<file path="src/rtl/ext_int_pkg.sv">
// ext_int_pkg: shared types for the external interrupt controller
package ext_int_pkg;
    typedef enum logic [1:0] {SENSE_RISE, SENSE_FALL, SENSE_CHANGE, SENSE_LEVEL_LOW} sense_e;
    typedef enum logic {DET_DETECT, DET_DEBOUNCE} det_state_e;
endpackage

</file>
<file path="src/rtl/ext_int_channel.sv">
// ext_int_channel: one interrupt pin with optional sync, edge/level detect, debounce and sticky pending
// Ports: clk, rst (async, active-high), pin (raw pin), enable, sense (mode),
//        debounce (blanking enable), clear (pending clear), pending (sticky flag).
// Macro EXT_INT_SYNC_EN adds a 2-flop synchronizer ahead of the detector.
module ext_int_channel
    import ext_int_pkg::*;
#(
    parameter logic PIN_IDLE         = 1'b1,
    parameter int   DEBOUNCE_TIMEOUT = 20,
    parameter int   CNT_W            = $clog2(DEBOUNCE_TIMEOUT + 1)
) (
    input  logic   clk,
    input  logic   rst,
    input  logic   pin,
    input  logic   enable,
    input  sense_e sense,
    input  logic   debounce,
    input  logic   clear,
    output logic   pending
);
    logic s, p, evt, set;
    det_state_e state, state_n;
    logic [CNT_W-1:0] cnt, cnt_n;
`ifdef EXT_INT_SYNC_EN
    logic [1:0] sync;
    always_ff @(posedge clk or posedge rst)
        if (rst) sync <= {2{PIN_IDLE}};
        else     sync <= {sync[0], pin};
    assign s = sync[1];
`else
    assign s = pin;
`endif
    assign evt = (sense == SENSE_RISE)   ? ~p & s :
                 (sense == SENSE_FALL)   ? p & ~s :
                 (sense == SENSE_CHANGE) ? p ^ s  : ~s;
    always_comb begin
        state_n = state;
        cnt_n   = cnt;
        set     = 1'b0;
        if (!enable) begin
            state_n = DET_DETECT;
            cnt_n   = '0;
        end else if (state == DET_DETECT) begin
            set = evt;
            if (evt && debounce && sense != SENSE_LEVEL_LOW) state_n = DET_DEBOUNCE;
        end else if (cnt == CNT_W'(DEBOUNCE_TIMEOUT - 1)) begin
            state_n = DET_DETECT;
            cnt_n   = '0;
        end else begin
            cnt_n = cnt + 1'b1;
        end
    end
    // History tracks the pin every cycle, so enabling never fires on a stale level.
    always_ff @(posedge clk or posedge rst)
        if (rst) begin
            p       <= PIN_IDLE;
            state   <= DET_DETECT;
            cnt     <= '0;
            pending <= 1'b0;
        end else begin
            p       <= s;
            state   <= state_n;
            cnt     <= cnt_n;
            pending <= set ? 1'b1 : clear ? 1'b0 : pending;
        end
endmodule

</file>
<file path="src/rtl/ext_int_controller.sv">
// ext_int_controller: NUM_CH external interrupt channels with fixed-priority valid/ack arbiter
// Ports: clk, rst (async, active-high), int_pin, enable_interrupt, sense_control (2 bits/ch),
//        debounce_option, pending_clear (W1C), pending, irq_valid, irq_id, irq_ack.
// Macro EXT_INT_SYNC_EN adds per-pin 2-flop synchronizers (+2 cycles latency).
module ext_int_controller
    import ext_int_pkg::*;
#(
    parameter int                NUM_CH           = 8,
    parameter logic [NUM_CH-1:0] PIN_IDLE_STATE   = {NUM_CH{1'b1}},
    parameter int                DEBOUNCE_TIMEOUT = 20,
    parameter int                CNT_W            = $clog2(DEBOUNCE_TIMEOUT + 1),
    parameter int                ID_W             = (NUM_CH > 1) ? $clog2(NUM_CH) : 1
) (
    input  logic                clk,
    input  logic                rst,
    input  logic [NUM_CH-1:0]   int_pin,
    input  logic [NUM_CH-1:0]   enable_interrupt,
    input  logic [2*NUM_CH-1:0] sense_control,
    input  logic [NUM_CH-1:0]   debounce_option,
    input  logic [NUM_CH-1:0]   pending_clear,
    output logic [NUM_CH-1:0]   pending,
    output logic                irq_valid,
    output logic [ID_W-1:0]     irq_id,
    input  logic                irq_ack
);
    logic [NUM_CH-1:0] req;
    logic [ID_W-1:0]   low_id;
    assign req = pending & enable_interrupt;
    for (genvar i = 0; i < NUM_CH; i++) begin : g_ch
        ext_int_channel #(
            .PIN_IDLE        (PIN_IDLE_STATE[i]),
            .DEBOUNCE_TIMEOUT(DEBOUNCE_TIMEOUT),
            .CNT_W           (CNT_W)
        ) u_ch (
            .clk     (clk),
            .rst     (rst),
            .pin     (int_pin[i]),
            .enable  (enable_interrupt[i]),
            .sense   (sense_e'(sense_control[2*i +: 2])),
            .debounce(debounce_option[i]),
            .clear   (pending_clear[i] | (irq_ack & irq_valid & (irq_id == ID_W'(i)))),
            .pending (pending[i])
        );
    end
    // Descending scan leaves the lowest requesting index.
    always_comb begin
        low_id = '0;
        for (int i = NUM_CH - 1; i >= 0; i--)
            if (req[i]) low_id = ID_W'(i);
    end
    // A grant holds until acked or withdrawn; either way one idle cycle precedes re-arbitration.
    always_ff @(posedge clk or posedge rst)
        if (rst) begin
            irq_valid <= 1'b0;
            irq_id    <= '0;
        end else if (!irq_valid) begin
            irq_valid <= |req;
            irq_id    <= low_id;
        end else if (irq_ack || !pending[irq_id]) begin
            irq_valid <= 1'b0;
        end
endmodule

</file>
<file path="config.mk">
export PLATFORM = sky130hd
export DESIGN_NAME = ext_int_controller
export DESIGN_NICKNAME = d
export VERILOG_FILES = /design/src/rtl/ext_int_pkg.sv /design/src/rtl/ext_int_channel.sv /design/src/rtl/ext_int_controller.sv
export SDC_FILE = /design/constraint.sdc
export NUM_CORES = 1
export LEC_CHECK = 0
export CORE_MARGIN = 2
export CORE_UTILIZATION = 46
export DETAILED_ROUTE_END_ITERATION = 10
export PLACE_DENSITY = 0.73
export SYNTH_ARGS = -nofsm -noshare
export SYNTH_HDL_FRONTEND = slang
export SYNTH_SLANG_ARGS = --single-unit
</file>
<file path="constraint.sdc">
create_clock -name clk -period 2.1 [get_ports clk]
set_input_delay 0.525 -clock clk [delete_from_list [all_inputs] [get_ports clk]]
set_output_delay 0.525 -clock clk [all_outputs]
set_load 0.1 [all_outputs]
</file>
==> results of run 1 <==
## logic make-up after synthesis
kind of cell / share of synthesized area, %
adder cells (fa/ha/maj): 7.54
XOR/XNOR: 0.220
buffers and inverters: 5.03
flip-flops: 43.0
AO/OA/AOI/OAI: 16.0
multiplexers: 6.53
AND/OR/NAND/NOR: 21.7
## worst min-delay path by stage
stage	from	end	slack, ns	cells past startpoint
floorplan	g_ch[0].u_ch.cnt[0]	g_ch[0].u_ch.cnt[0]	0.47	1
global placement	g_ch[3].u_ch.cnt[0]	g_ch[3].u_ch.cnt[0]	0.49	1
detailed placement	g_ch[1].u_ch.cnt[0]	g_ch[1].u_ch.cnt[0]	0.49	1
CTS	g_ch[1].u_ch.cnt[0]	g_ch[1].u_ch.cnt[0]	0.50	1
global route	g_ch[2].u_ch.cnt[0]	g_ch[2].u_ch.cnt[0]	0.54	1
finish	g_ch[1].u_ch.cnt[0]	g_ch[1].u_ch.cnt[0]	0.50	1
## per-stage QoR
step / instances / hold WS [ns] / power [mW] / setup slack, ns
after floorplan: 426 / 0.470 / 2.53 / 0.108
after global placement: 595 / 0.493 / 3.02 / -0.0515
after detailed placement: 595 / 0.493 / 3.05 / -0.114
after CTS: 611 / 0.504 / 4.23 / 0.237
after global routing: 611 / 0.541 / 4.38 / 0.156
final: 611 / 0.499 / 4.20 / 0.229
## worst reg2reg max path, delay by kind of cell, from the launching register on
family | cells | cell delay, ns
AO/OA/AOI/OAI | 2 | 0.25
adder cells (fa/ha/maj) | 1 | 0.17
multiplexers | 1 | 0.47
buffers and inverters | 1 | 0.04
flip-flops | 1 | 0.54
## metal layers
layer | global-route usage, % | share of wire (%)
met5 | 0 | 0
met2 | 32.1 | 50
met3 | 2.75 | 4.2
met1 | 23.8 | 45
met4 | 5.20 | 1.2
## placed cells by master (no fill, tap or decap), types with 8 or more instances in the layout
cell | netlist | final
nand2_1 | 71 | 71
dfrtp_1 | 60 | 60
clkdlybuf4s50_1 | 0 | 50
nor2b_1 | 38 | 38
o21ai_1 | 31 | 31
inv_1 | 27 | 26
nand3_1 | 24 | 24
ha_1 | 24 | 24
a21oi_1 | 18 | 18
o21ai_0 | 15 | 15
buf_4 | 9 | 15
buf_12 | 0 | 13
nand2b_1 | 11 | 11
nor3_1 | 9 | 9
clkbuf_8 | 0 | 9
mux2i_1 | 8 | 8
a21boi_1 | 8 | 8
dfstp_2 | 8 | 8
## power by group
group | internal (mW) | switching, mW | total, mW | leakage (nW)
Clock | 0.664 | 0.503 | 1.17 | 0.109
Sequential | 1.44 | 0.253 | 1.69 | 0.895
Combinational | 0.577 | 0.763 | 1.34 | 1.27
Total | 2.68 | 1.52 | 4.20 | 2.27
## sequential cells by signal, indices dropped and copies added (netlist names)
register,count
g_ch.u_ch.cnt,40
g_ch.u_ch.p,8
g_ch.u_ch.pending,8
g_ch.u_ch.state,8
irq_id,3
irq_valid,1
## layout make-up
type	instances	area (um^2)
Tap cell	105	131
Clock inverter	7	91.3
Fill cell	691	3190
Timing Repair Buffer	78	873
Sequential cell	68	1710
Inverter	27	105
Multi-Input combinational cell	317	2070
Clock buffer	9	124
==> run summary, run 1 <==
Status -> completed
Fin crit period -> 1.87 ns
Critical path arrival -> 2.08 ns
Crit. Startpoint -> int_pin[0]
Design area -> 0.00511 mm^2
Most frequent CP cell -> inv_1
CTS sink cnt -> 68
Most frequent cell after synthesis -> nand2_1
Crit. path cell count -> 7
Slew Limit Headroom -> 67.3%
Synth Flop Type -> dfrtp_1
Startpoint types -> input port
Skew-Pair Late Insertion Delay -> 0.34 ns
Post-synth top area share -> 37.7%
Chip width -> 97.0 um
Count of hold-fix buffers inserted at cts -> 0
First-pass GRT wire length -> 14400 um
Critical Path Slowest Stage Cell -> clkdlybuf4s50_1
Post-Syn Instances -> 426
MaxCap Viol Count -> 0
Share of layout cells above drive strength 1 -> 12.5%
Vias after detailed routing -> 3344
List of most frequent post-synthesis cells -> 71 x nand2_1, 60 x dfrtp_1, 38 x nor2b_1
Synth area leader -> dfrtp_1
Synthesized net count -> 501
Area growth, synth to finish -> 28.2%
Top delay family on crit path -> buffers and inverters
Slowest stage delay, CP -> 0.48 ns
Setup CP Type -> in2reg
Cell row count -> 33
Power per cell area -> 822 mW/mm^2
Gr ovfl total -> 0
Top cells by area, synth -> dfrtp_1 38%, ha_1 7.5%, nand2_1 6.7%
Placed wire-length estimate -> 6350 um
HP Class -> reg2reg
Fmax -> 534 MHz
Async S/R FF share, synth -> 100%
Area of the mapped netlist -> 0.00398 mm^2
Reg-to-Reg End -> g_ch[0].u_ch.state
Leak Pwr -> 2.27 nW
Yosys Warn Count -> 0
Die Y -> 97.0 um
Yosys reg bits -> 68
CP Capture Type -> flip-flop
Placer Congestion -> 0.854
Maximum vdd drop -> 0.377 mV
Fin. Hold Viols -> 0
Data required, critical path -> 2.31 ns
WP buf/inv -> 3
Seq/Total Area, Yosys -> 43.0%
Gr usage total -> 18.4%
Dpl cell area -> 0.00489 mm^2
RSZ-0062 raised after global routing -> false
Final slew viol count -> 0
Post-synth EDFFs -> 0
PostCTS Resize Cnt -> 0
# DRC -> 0
Largest net degree at the start of global routing -> 69
Antenna violations before repair -> 0
Utilization after layout -> 61.5%
Critical-path cell list -> clkdlybuf4s50_1, inv_1, ha_1, inv_1, mux4_2, a31oi_1, a21oi_1
Synth unique cells -> 41
R2R Setup Slk -> 0.50 ns
ANT nets after route -> 0
Sum Neg Setup Slack -> 0 ns
CTS Buf Count -> 9
IO Count -> 63
Starting Density -> 48.0%
Number of global-route vias before repair -> 3266
IO buf count -> 62
Clock Skews -> 0.00565 ns
CTS tree -> yes
R2r startpoint -> g_ch[0].u_ch.p
Syn_area_per_cell -> 9.35 um^2
Detailed Routing Iterations Pass 1 -> 4
Core Region -> 0.00830 mm^2
Fin crit share -> 89.1%
Drt total wl -> 8400 um
Via/cell ratio -> 5.47
Post-DR wirelength/cell -> 13.7 um
Worst setup endpoint -> g_ch[0].u_ch.state
Final setup viols -> 0
R2R depth -> 5
H-tree depth -> 3
Total inserted antenna cells -> 0
Worst-path clk slew -> 0.07 ns
Post-CTS Setup Inserts -> 0
Crit Path Max Fanout -> 2
Worst-Margin Slew -> 0.490 ns
Clk buf depth -> 2
Nets -> 576
DIE AREA -> 0.00942 mm^2
Clock Tree Root -> clkbuf_8
1st-iter DRT viols -> 253
Power figures use the tool's default switching activity.
==> run 2: changes to the inputs <==
--- a/config.mk
+++ b/config.mk
@@ -9,6 +9,7 @@
 export CORE_UTILIZATION = 46
 export DETAILED_ROUTE_END_ITERATION = 10
 export PLACE_DENSITY = 0.73
+export SETUP_SLACK_MARGIN = 0.4
 export SYNTH_ARGS = -nofsm -noshare
 export SYNTH_HDL_FRONTEND = slang
 export SYNTH_SLANG_ARGS = --single-unit
==> run summary, run 2 (synthesis results as in run 1) <==
Multi-input gate area -> 0.00207 mm^2
Via/cell ratio -> 5.39
Power per cell area -> 825 mW/mm^2
Largest Register -> g_ch.u_ch.cnt
Chip width -> 97.0 um
1st-iter DRT viols -> 167
Area growth, synth to finish -> 30.5%
Post-DR wirelength/cell -> 13.8 um
Startpoint types -> flip-flop
RSZ-0062 raised after global routing -> false
Fin crit period -> 1.60 ns
Seq. cell area -> 0.00172 mm^2
Slew Limit Headroom -> 69.8%
Setup CP Type -> reg2out
IO Count -> 63
CTS Buf Count -> 9
Gr ovfl total -> 0
Slowest stage delay, CP -> 0.52 ns
R2R Setup Slk -> 0.56 ns
WP buf/inv -> 1
Critical-path cell list -> buf_12
Fin. Hold Viols -> 0
Starting Density -> 48.0%
Fmax -> 626 MHz
Worst-path clk slew -> 0.08 ns
Leak Pwr -> 2.33 nW
Core Region -> 0.00830 mm^2
Gr usage total -> 18.8%
Nets -> 584
MaxCap Viol Count -> 0
Largest register FFs -> 40
Data required, critical path -> 1.57 ns
HP Class -> in2reg
Drt total wl -> 8510 um
Share of layout cells above drive strength 1 -> 15.0%
Worst-Margin Slew -> 0.450 ns
Count of hold-fix buffers inserted at cts -> 0
DIE AREA -> 0.00942 mm^2
CTS sink cnt -> 68
Die Y -> 97.0 um
Critical path arrival -> 1.07 ns
# DRC -> 0
Detailed Routing Iterations Pass 1 -> 5
Status -> completed
R2r startpoint -> g_ch[6].u_ch.p
Clock Tree Root -> clkbuf_8
Maximum vdd drop -> 0.665 mV
Filler instances -> 681
Final slew viol count -> 0
Hold_sp -> int_pin[7]
First-pass GRT wire length -> 14600 um
H-tree depth -> 3
CTS tree -> yes
IO buf count -> 62
Clk buf depth -> 2
Critical Path Slowest Stage Cell -> dfrtp_2
Clock Skews -> 0.00790 ns
Commonest non-fill, non-tap cell in the layout -> nand2_1
Cell row count -> 33
Placed wire-length estimate -> 6680 um
Fin crit share -> 76.1%
Number of global-route vias before repair -> 3354
Dpl cells -> 601
Antenna violations before repair -> 0
ANT nets after route -> 0
Placer Congestion -> 0.868
Vias after detailed routing -> 3335
Top delay family on crit path -> flip-flops
Crit. Startpoint -> irq_id[1]
Largest net degree at the start of global routing -> 21
Crit Path Max Fanout -> 10
Utilization after layout -> 62.6%
Final setup viols -> 0
Commonest cells after routing, fill and taps aside -> 71 x nand2_1, 56 x dfrtp_1, 42 x clkdlybuf4s50_1
Total inserted antenna cells -> 0
Non-Filler Instances -> 619
CP Capture Type -> primary output
Skew-Pair Late Insertion Delay -> 0.35 ns
-- run 2: worst paths after layout --
check	endpoint	depth (start not counted)
max	irq_id[1]	1
min	g_ch[7].u_ch.p	1
max reg2reg	g_ch[6].u_ch.state	5
min reg2reg	g_ch[6].u_ch.cnt[0]	1
max in group asynchronous	g_ch[2].u_ch.p	3
min in group asynchronous	g_ch[6].u_ch.cnt[2]	2
-- run 2: layer usage --
metal / up-vias / routed length (um) / GRT usage, %
met5: - / 0 / 0
met4: 0 / 123 / 6.61
met3: 12 / 364 / 3.97
met2: 72 / 4220 / 32.9
met1: 1584 / 3800 / 23.1
li1: 1667 / - / -
-- run 2: power breakdown --
part | internal (mW) | switching, mW
clock | 0.735 | 0.508
combinational | 0.584 | 0.761
sequential | 1.45 | 0.254
-- run 2: layout make-up --
cell class	instances	area share, %
Clock buffer	11	2.91
Multi-Input combinational cell	317	39.8
Tap cell	105	2.53
Inverter	27	2.02
Clock inverter	5	1.61
Sequential cell	68	33.0
Timing Repair Buffer	86	18.1
-- run 2: stage by stage --
stage	setup TNS, ns	worst slack (ns)	power, mW	cell area [um^2]	hold WS, ns
after floorplan	0	0.424	2.53	3990	0.470
after global placement	-0.256	-0.0549	3.05	4950	0.494
after detailed placement	-0.657	-0.112	3.07	4950	0.495
after CTS	0	0.440	4.32	5200	0.452
after global routing	0	0.444	4.49	5200	0.335
final	0	0.502	4.29	5200	0.342
-- run 2: timing repair --
item | in CTS | in global routing
pin swaps | 8 | 1
setup buffers | 2 | 0
resized for setup | 10 | 1
endpoints found under the setup margin | 14 | 2
==> run 3: changes to the inputs <==
--- a/config.mk
+++ b/config.mk
@@ -8,7 +8,7 @@
 export CORE_MARGIN = 2
 export CORE_UTILIZATION = 46
 export DETAILED_ROUTE_END_ITERATION = 10
-export PLACE_DENSITY = 0.73
+export PLACE_DENSITY = 0.7
 export SETUP_SLACK_MARGIN = 0.4
 export SYNTH_ARGS = -nofsm -noshare
 export SYNTH_HDL_FRONTEND = slang
==> constraint.sdc (replaced) <==
create_clock -name clk -period 1.6 [get_ports clk]
set_input_delay 0.4 -clock clk [delete_from_list [all_inputs] [get_ports clk]]
set_output_delay 0.4 -clock clk [all_outputs]
set_load 0.1 [all_outputs]
==> run summary, run 3 (synthesis results as in run 1) <==
CTS tree -> yes
Nets -> 614
Core Region -> 0.00830 mm^2
Placed wire-length estimate -> 6520 um
Non-Filler Instances -> 648
Setup WS pre-CTS -> -0.465 ns
DIE AREA -> 0.00942 mm^2
Starting Density -> 48.0%
Final slew viol count -> 0
Clk buf depth -> 2
IO Count -> 63
Number of global-route vias before repair -> 3487
IO buf count -> 62
Vias after detailed routing -> 3547
Commonest cells after routing, fill and taps aside -> 55 x nand2_1, 51 x dfrtp_1, 49 x buf_4
# DRC -> 0
Dpl cell area -> 0.00510 mm^2
H-tree depth -> 3
Design area -> 0.00576 mm^2
CTS Buf Count -> 9
CP Capture Type -> flip-flop
Commonest non-fill, non-tap cell in the layout -> nand2_1
Critical path arrival -> 1.74 ns
Fin. Hold Viols -> 0
CTS sink cnt -> 68
Fin crit period -> 1.51 ns
Fin crit share -> 94.6%
Gr ovfl total -> 0
Setup CP Type -> reg2reg
Antenna violations before repair -> 0
Dpl cells -> 611
Total inserted antenna cells -> 0
Drt total wl -> 9500 um
Final setup viols -> 0
Skew-Pair Late Insertion Delay -> 0.35 ns
Slew Limit Headroom -> 70.3%
Count of hold-fix buffers inserted at cts -> 0
HP Class -> in2reg
Post-DR wirelength/cell -> 14.7 um
Fmax -> 661 MHz
Placer Congestion -> 0.876
Leak Pwr -> 2.55 nW
Startpoint types -> flip-flop
Clock Skews -> 0.0102 ns
Worst-path clk slew -> 0.08 ns
Worst-Margin Slew -> 0.439 ns
Clock Tree Root -> clkbuf_8
Setup ws final -> 0.0861 ns
Via/cell ratio -> 5.47
Gr usage total -> 20.2%
1st-iter DRT viols -> 115
R2R Setup Slk -> 0.09 ns
Share of layout cells above drive strength 1 -> 32.8%
First-pass GRT wire length -> 15600 um
MaxCap Viol Count -> 0
Critical Path Slowest Stage Cell -> dfstp_2
Cell row count -> 33
Maximum vdd drop -> 0.478 mV
Largest register FFs -> 40
Die Y -> 97.0 um
Chip width -> 97.0 um
Status -> completed
RSZ-0062 raised after global routing -> true
Tot Pwr -> 5.78 mW
Largest Register -> g_ch.u_ch.cnt
Critical-path cell list -> inv_2, ha_4, mux4_2, a31oi_1, a21oi_1
Power per cell area -> 1000 mW/mm^2
Detailed Routing Iterations Pass 1 -> 4
Slowest stage delay, CP -> 0.55 ns
Area growth, synth to finish -> 44.6%
ANT nets after route -> 0
Crit Path Max Fanout -> 2
Largest net degree at the start of global routing -> 37
Data required, critical path -> 1.82 ns
## run 3: cell count changes in the layout (fill, tap and decap cells not counted), moves of 8 or more
cell	change
clkdlybuf4s50_1	-8
ha_4	+11
ha_1	-15
nand2_1	-16
buf_4	+27
inv_1	-12
inv_2	+12
nand2_2	+11
## run 3: report_power, final
group / internal [mW] / switching, mW
Combinational: 0.990 / 1.21
Sequential: 1.92 / 0.252
Clock: 0.796 / 0.618
## run 3: through the flow
step           utilization (%)  hold WS, ns  TNS (ns)
3_5_place_dp              61.4        0.500     -6.84
6_report                  69.4        0.439         0
2_1_floorplan                -        0.404         0
5_1_grt                   69.4        0.438         0
3_3_place_gp              61.4        0.494     -6.11
4_1_cts                   66.3        0.432         0
## run 3: timing repair
action                     in CTS  in global routing
gates resized for setup        45                 49
setup endpoints to repair      45                 61
pin swaps                      17                 31
buffers inserted               15                  7
## run 3: path summary, 6_finish.rpt
| path | from | cells after the start | end |
|---|---|---|---|
| max | g_ch[0].u_ch.p | 5 | g_ch[0].u_ch.state |
| min | int_pin[1] | 2 | g_ch[1].u_ch.p |
| max reg2reg | g_ch[0].u_ch.p | 5 | g_ch[0].u_ch.state |
| min reg2reg | g_ch[6].u_ch.cnt[0] | 1 | g_ch[6].u_ch.cnt[0] |
| max in group asynchronous | rst | 3 | g_ch[6].u_ch.p |
| min in group asynchronous | rst | 3 | g_ch[1].u_ch.cnt[1] |
## run 3: area by class of cell
| cell class | count | area, um^2 |
|---|---|---|
| clock buffer | 13 | 159 |
| clock inverter | 2 | 35.0 |
| fill | 646 | 2540 |
| inverter | 27 | 105 |
| multi-input combinational | 317 | 2440 |
| sequential | 68 | 1730 |
| tap | 105 | 131 |
| timing repair buffer | 116 | 1160 |
## run 3: worst max-delay path, delay by kind of cell (launching register included)
kind	cells	cell delay [ns]
AOI/OAI and AO/OA	2	0.19
adders and majority gates	1	0.14
buffers and inverters	1	0.05
DFF	1	0.55
muxes	1	0.47
## run 3: per-layer routing
metal  track usage (%)  up-vias  routed length (um)
met1              25.6     1720                3990
met5                 0        -                   0
met3              3.18       29                 331
li1                  -     1719                   -
met2              33.3       79                4830
met4              10.8        0                 347
